===== config.mk =====
export PLATFORM = sky130hd
export DESIGN_NAME = layer_cfg_loader
export DESIGN_NICKNAME = d
export VERILOG_FILES = /design/src/rtl/layer_cfg_loader.sv
export SDC_FILE = /design/constraint.sdc
export NUM_CORES = 1
export LEC_CHECK = 0
export CAP_MARGIN = 30
export CORE_AREA = 3 3 99 101
export DETAILED_ROUTE_END_ITERATION = 8
export DIE_AREA = 0 0 102 104
export HOLD_SLACK_MARGIN = 0.05
export PLACE_DENSITY_LB_ADDON = 0.25
export SYNTH_ARGS = -nofsm -noshare
export SYNTH_HDL_FRONTEND = slang
export SYNTH_SLANG_ARGS = --single-unit
export TNS_END_PERCENT = 1

===== constraint.sdc =====
create_clock -name clk -period 2.85 [get_ports clk]
set_input_delay 0.57 -clock clk [delete_from_list [all_inputs] [get_ports clk]]
set_output_delay 0.57 -clock clk [all_outputs]
set_load 0.1 [all_outputs]

===== src/rtl/layer_cfg_loader.sv =====
// Layer configuration loader: shadow register file, validation, and
// start/enable/layer_done handshake with a post-layer flush window.
module layer_cfg_loader #(
  parameter int TENSOR_W     = 8,
  parameter int KERNEL_W     = 4,
  parameter int CHANNELS_W   = 8,
  parameter int STRIDE_W     = 4,
  parameter int KNUMS_W      = 8,
  parameter int ARM_TIMEOUT  = 64,
  parameter int FLUSH_CYCLES = 2
) (
  input  logic                  clk,
  input  logic                  rstn,
  input  logic                  cfg_valid,
  output logic                  cfg_ready,
  input  logic [2:0]            cfg_addr,
  input  logic [15:0]           cfg_data,
  input  logic                  enable,
  input  logic                  layer_done,
  input  logic                  abort,
  output logic [TENSOR_W-1:0]   tensor_size,
  output logic [KERNEL_W-1:0]   kernel_size,
  output logic [CHANNELS_W-1:0] channels,
  output logic [STRIDE_W-1:0]   stride,
  output logic [KNUMS_W-1:0]    kernel_nums,
  output logic                  start,
  output logic                  busy,
  output logic                  done,
  output logic                  err,
  output logic [5:0]            err_code
);

  localparam int AW = $clog2(ARM_TIMEOUT + 1);
  localparam logic [AW-1:0] ARM_LAST = AW'(ARM_TIMEOUT - 1);
  localparam logic [3:0] FLUSH_LAST = 4'(FLUSH_CYCLES - 1);

  typedef enum logic [2:0] {
    S_IDLE,
    S_GO,
    S_CHECK,
    S_ARM,
    S_RUN,
    S_FLUSH,
    S_ERR
  } state_t;

  state_t state;

  logic [TENSOR_W-1:0]   sh_tensor;
  logic [KERNEL_W-1:0]   sh_kernel;
  logic [CHANNELS_W-1:0] sh_channels;
  logic [STRIDE_W-1:0]   sh_stride;
  logic [KNUMS_W-1:0]    sh_knums;

  logic [AW-1:0] arm_cnt;
  logic [3:0]    flush_cnt;
  logic [5:0]    fails;
  logic          wr;
  logic          unused_data;

  assign cfg_ready = (state == S_IDLE) || (state == S_ERR);
  assign wr = cfg_valid && cfg_ready;
  assign unused_data = ^cfg_data;

  always_comb begin
    fails = '0;
    fails[0] = (sh_stride == '0);
    fails[1] = (sh_kernel == '0);
    fails[2] = (32'(sh_kernel) > 32'(sh_tensor));
    fails[3] = (sh_channels == '0);
    fails[4] = (sh_knums == '0);
  end

  always_ff @(posedge clk or negedge rstn) begin
    if (!rstn) begin
      state       <= S_IDLE;
      sh_tensor   <= '0;
      sh_kernel   <= '0;
      sh_channels <= '0;
      sh_stride   <= '0;
      sh_knums    <= '0;
      tensor_size <= '0;
      kernel_size <= '0;
      channels    <= '0;
      stride      <= '0;
      kernel_nums <= '0;
      start       <= 1'b0;
      busy        <= 1'b0;
      done        <= 1'b0;
      err         <= 1'b0;
      err_code    <= '0;
      arm_cnt     <= '0;
      flush_cnt   <= '0;
    end else begin
      done <= 1'b0;
      unique case (state)
        S_IDLE: begin
          if (wr) begin
            unique case (1'b1)
              (cfg_addr == 3'd0): sh_tensor   <= cfg_data[TENSOR_W-1:0];
              (cfg_addr == 3'd1): sh_kernel   <= cfg_data[KERNEL_W-1:0];
              (cfg_addr == 3'd2): sh_channels <= cfg_data[CHANNELS_W-1:0];
              (cfg_addr == 3'd3): sh_stride   <= cfg_data[STRIDE_W-1:0];
              (cfg_addr == 3'd4): sh_knums    <= cfg_data[KNUMS_W-1:0];
              (cfg_addr == 3'd5): begin
                state <= S_GO;
                busy  <= 1'b1;
              end
              default: ;
            endcase
          end
        end
        // staging cycle so CHECK sees a settled shadow file
        S_GO: state <= S_CHECK;
        S_CHECK: begin
          if (fails != '0) begin
            state    <= S_ERR;
            err      <= 1'b1;
            err_code <= fails;
            busy     <= 1'b0;
          end else begin
            tensor_size <= sh_tensor;
            kernel_size <= sh_kernel;
            channels    <= sh_channels;
            stride      <= sh_stride;
            kernel_nums <= sh_knums;
            start       <= 1'b1;
            arm_cnt     <= '0;
            state       <= S_ARM;
          end
        end
        S_ARM: begin
          if (abort) begin
            state     <= S_FLUSH;
            start     <= 1'b0;
            flush_cnt <= '0;
          end else if (enable) begin
            state <= S_RUN;
          end else if (arm_cnt == ARM_LAST) begin
            state    <= S_ERR;
            start    <= 1'b0;
            busy     <= 1'b0;
            err      <= 1'b1;
            err_code <= 6'b100000;
          end else begin
            arm_cnt <= arm_cnt + 1'b1;
          end
        end
        S_RUN: begin
          if (layer_done || abort) begin
            state     <= S_FLUSH;
            start     <= 1'b0;
            done      <= layer_done;
            flush_cnt <= '0;
          end
        end
        S_FLUSH: begin
          if (flush_cnt == FLUSH_LAST) begin
            state <= S_IDLE;
            busy  <= 1'b0;
          end else begin
            flush_cnt <= flush_cnt + 1'b1;
          end
        end
        S_ERR: begin
          if (wr && cfg_addr == 3'd7) begin
            state    <= S_IDLE;
            err      <= 1'b0;
            err_code <= '0;
          end
        end
        default: state <= S_IDLE;
      endcase
    end
  end

endmodule


==> run_results.csv <==
group,metric,value,unit
global_route,grt_start_max_net_pins,46,
timing,setup_viol_count_final,0,
timing,fin_crit_sh,0.827,
place,place_congestion,0.780,
outcome,status,"complete, no violations",
clock_network,htreeDepth,3,
place,io_buffers,59,
timing,slew_headroom,0.622,
logic_synthesis,ys_warn_count,0,
logic_synthesis,synth_fp_nets,349,
setup_path,worstSetupStartpointType,"flop",
die,dieArea,10600,um2
logic_synthesis,ys_seq_elements,88,
clock_network,cts_buffers,9,
setup_path,crit_fanout,29,
place,dpl_cell_area,4630,um2
drt,viasPerCell,5.46,
setup_path,cp.arrival,2.58,ns
logic_synthesis,syn-cell-area,3990,um2
setup_path,cp_data_required_time,3.08,ns
clock_network,cts_sinks,88,
clock_network,cts_buffer_depth,2,
die,rows,35,
die,core_region_area,9110,um2
timing,final_hold_viol_count,0,
clock_network,cts-hold-fix-buffers,0,
global_route,grt_pass1_wl,13900,um
die,dieHeight,104,um
timing,setup_tns,0,ns
logic_synthesis,avgSynthCellArea,12.6,um2
timing,tightest_slew,0.566,ns
logic_synthesis,synth_area_leader_cell,"dfrtp_1",
timing,fmax,0.424,GHz
flow_run,drv_cap,0,
clock_network,cts_setup_buffers,0,
clock_network,clock_latency,0.36,ns
clock_network,cts.clk_slew.worst_paths,0.10,ns
setup_path,crit_type,"flop to flop",
final_layout,layout-drive-gt1-share,0.380,
drt,vias,2718,
final_layout,final_area,4860,um2
drt,dr.first_iter.drc_count,122,
timing,period_minus_slack,2.36,ns
place,dpl.hpwl,5910,um
final_layout,syn_to_final_growth,21.9,%
timing,whs,0.193,ns
timing,clock_skew,0.0163,ns
drt,drc,0,
global_route,grt_usage,0.165,
logic_synthesis,syn-instance-count,317,
setup_path,max_stage_delay,0.42,ns
clock_network,cts_resized,0,
global_route,antenna_found_initial,0,
timing,rsz0062_at_grt,"no",
setup_path,crit_slowest_cell,"a21oi_1",
die,start_util,0.438,
drt,wl_per_cell,16.2,um
die,fp.dieW,102,um
drt,firstDrtPassIters,5,
clock_network,root_buffer,"clkbuf_8",
global_route,first_global_vias,2688,
global_route,grt_overflow,0,
clock_network,cts_tree,"built",
die,ios,68,
drt,wl,8080,um
drt,antenna_left,0,
logic_synthesis,ys_seq_area_frac,0.552,
final_layout,antenna_cells,0,
final_layout,n_fill_cell,802,
setup_path,r2r_slack,0.49,ns
final_layout,nets,414,
logic_synthesis,synth_area_leaders,"dfrtp_1 55%, mux2_2 16%, mux2_4 3.0%",
setup_path,path_cells,"nor4_1 -> nand2_1 -> a21oi_1 -> nor2_4 -> buf_12 -> o41ai_1 -> o21ai_0",
setup_path,worstSetupEndpointType,"flop",
timing,maxSlewViolCount,0,
final_layout,final_core_util,0.534,
logic_synthesis,synth_top_area_share,0.552,
logic_synthesis,yosysUniqueCellTypes,46,
worst_hold_path,min_path_type,"input port to asynchronous set/reset pin",
cell usage after synthesis, drive strengths merged:
| library cell | instances |
|---|---|
| o21a | 4 |
| a21oi | 7 |
| ha | 7 |
| o221a | 1 |
| and2 | 1 |
| or4 | 1 |
| a41oi | 1 |
| a31o | 5 |
| nor3b | 3 |
| xor2 | 3 |
| nor4bb | 1 |
| nor4 | 8 |
| nor3 | 4 |
| buf | 8 |
| nand4 | 4 |
| o211ai | 1 |
| inv | 9 |
| nor2b | 3 |
| o2bb2ai | 1 |
| xnor2 | 3 |
| or3 | 2 |
| a221o | 1 |
| o41ai | 3 |
| nand3 | 6 |
| or2 | 1 |
| o31ai | 4 |
| o32a | 1 |
| nand2 | 19 |
| nand3b | 2 |
| nand4b | 2 |
| dfrtp | 88 |
| o21ai | 20 |
| mux2 | 66 |
| nor2 | 21 |
| nand2b | 1 |
| and3 | 1 |
| o21bai | 1 |
| clkbuf | 3 |
final cells by class:
type / instances / area, um2 / share of cell area
multi-input combinational: 209 / 1710 / 0.351
sequential: 88 / 2200 / 0.453
inverter: 9 / 33.8 / 0.00695
timing repair buffer: 65 / 551 / 0.113
clock inverter: 7 / 104 / 0.0214
tap: 111 / 139 / 0.0286
clock buffer: 9 / 124 / 0.0255
worst paths after layout:
check,startpoint,to,cells after the start
max reg2reg,sh_tensor[7],arm_cnt[0],7
min reg2reg,busy,busy,2
max,sh_tensor[7],arm_cnt[0],7
max in group asynchronous,rstn,sh_stride[2],2
min in group clk,busy,busy,2
min,rstn,arm_cnt[3],1
cells by family (layout without fill, tap and decap cells):
logic type,Yosys count,in the layout,share of synthesized area
xor gates and xnor gates,6,6,0.0132
AOI/OAI and AO/OA,50,50,0.0854
buffers and inverters,20,90,0.0217
adders and majority gates,7,7,0.0220
and+or+nand+nor,80,80,0.111
muxes,66,66,0.194
DFF,88,88,0.552
cell usage in the layout, fill, tap and decap left out, types with 4 or more instances in the layout:
master	netlist	routed
nor2_1	19	19
inv_1	9	9
clkbuf_8	0	9
o21a_1	4	4
o31ai_1	4	4
nor4_1	8	8
nand3_1	6	6
dfrtp_1	88	88
a21oi_1	7	7
ha_1	7	7
o21ai_0	19	19
buf_4	1	48
a31o_2	5	5
nand2_1	19	19
clkdlybuf4s50_1	0	15
mux2_4	8	8
mux2_2	58	58
through the flow:
stage                     std cells  setup slack [ns]
after floorplan                 317             0.258
after global placement          482             0.275
after detailed placement        482             0.264
after CTS                       498             0.469
after global routing            498             0.295
final                           498             0.493
flip-flops by register name, indices dropped and copies added, names as in the netlist:
signal / flops
arm_cnt: 7
busy: 1
channels: 8
done: 1
err: 1
err_code: 6
flush_cnt: 4
kernel_nums: 8
kernel_size: 4
sh_channels: 8
sh_kernel: 4
sh_knums: 8
sh_stride: 4
sh_tensor: 8
start: 1
state: 3
stride: 4
tensor_size: 8
worst max-delay path: cells and delay by family (launching register included):
kind                   cells  cell delay (ns)
flip-flops                 1             0.41
AO/OA/AOI/OAI              3             0.90
AND/OR/NAND/NOR            3             0.69
buffers and inverters      1             0.21
layer usage:
layer  GRT usage  share of wire
met1       0.246           0.48
met2       0.239           0.46
met3      0.0335          0.043
met4      0.0590          0.017
met5           0              0
Power is left out: the tool's default activity adds up to more than one toggle a clock period on the data nets, which glitch-free logic cannot reach.
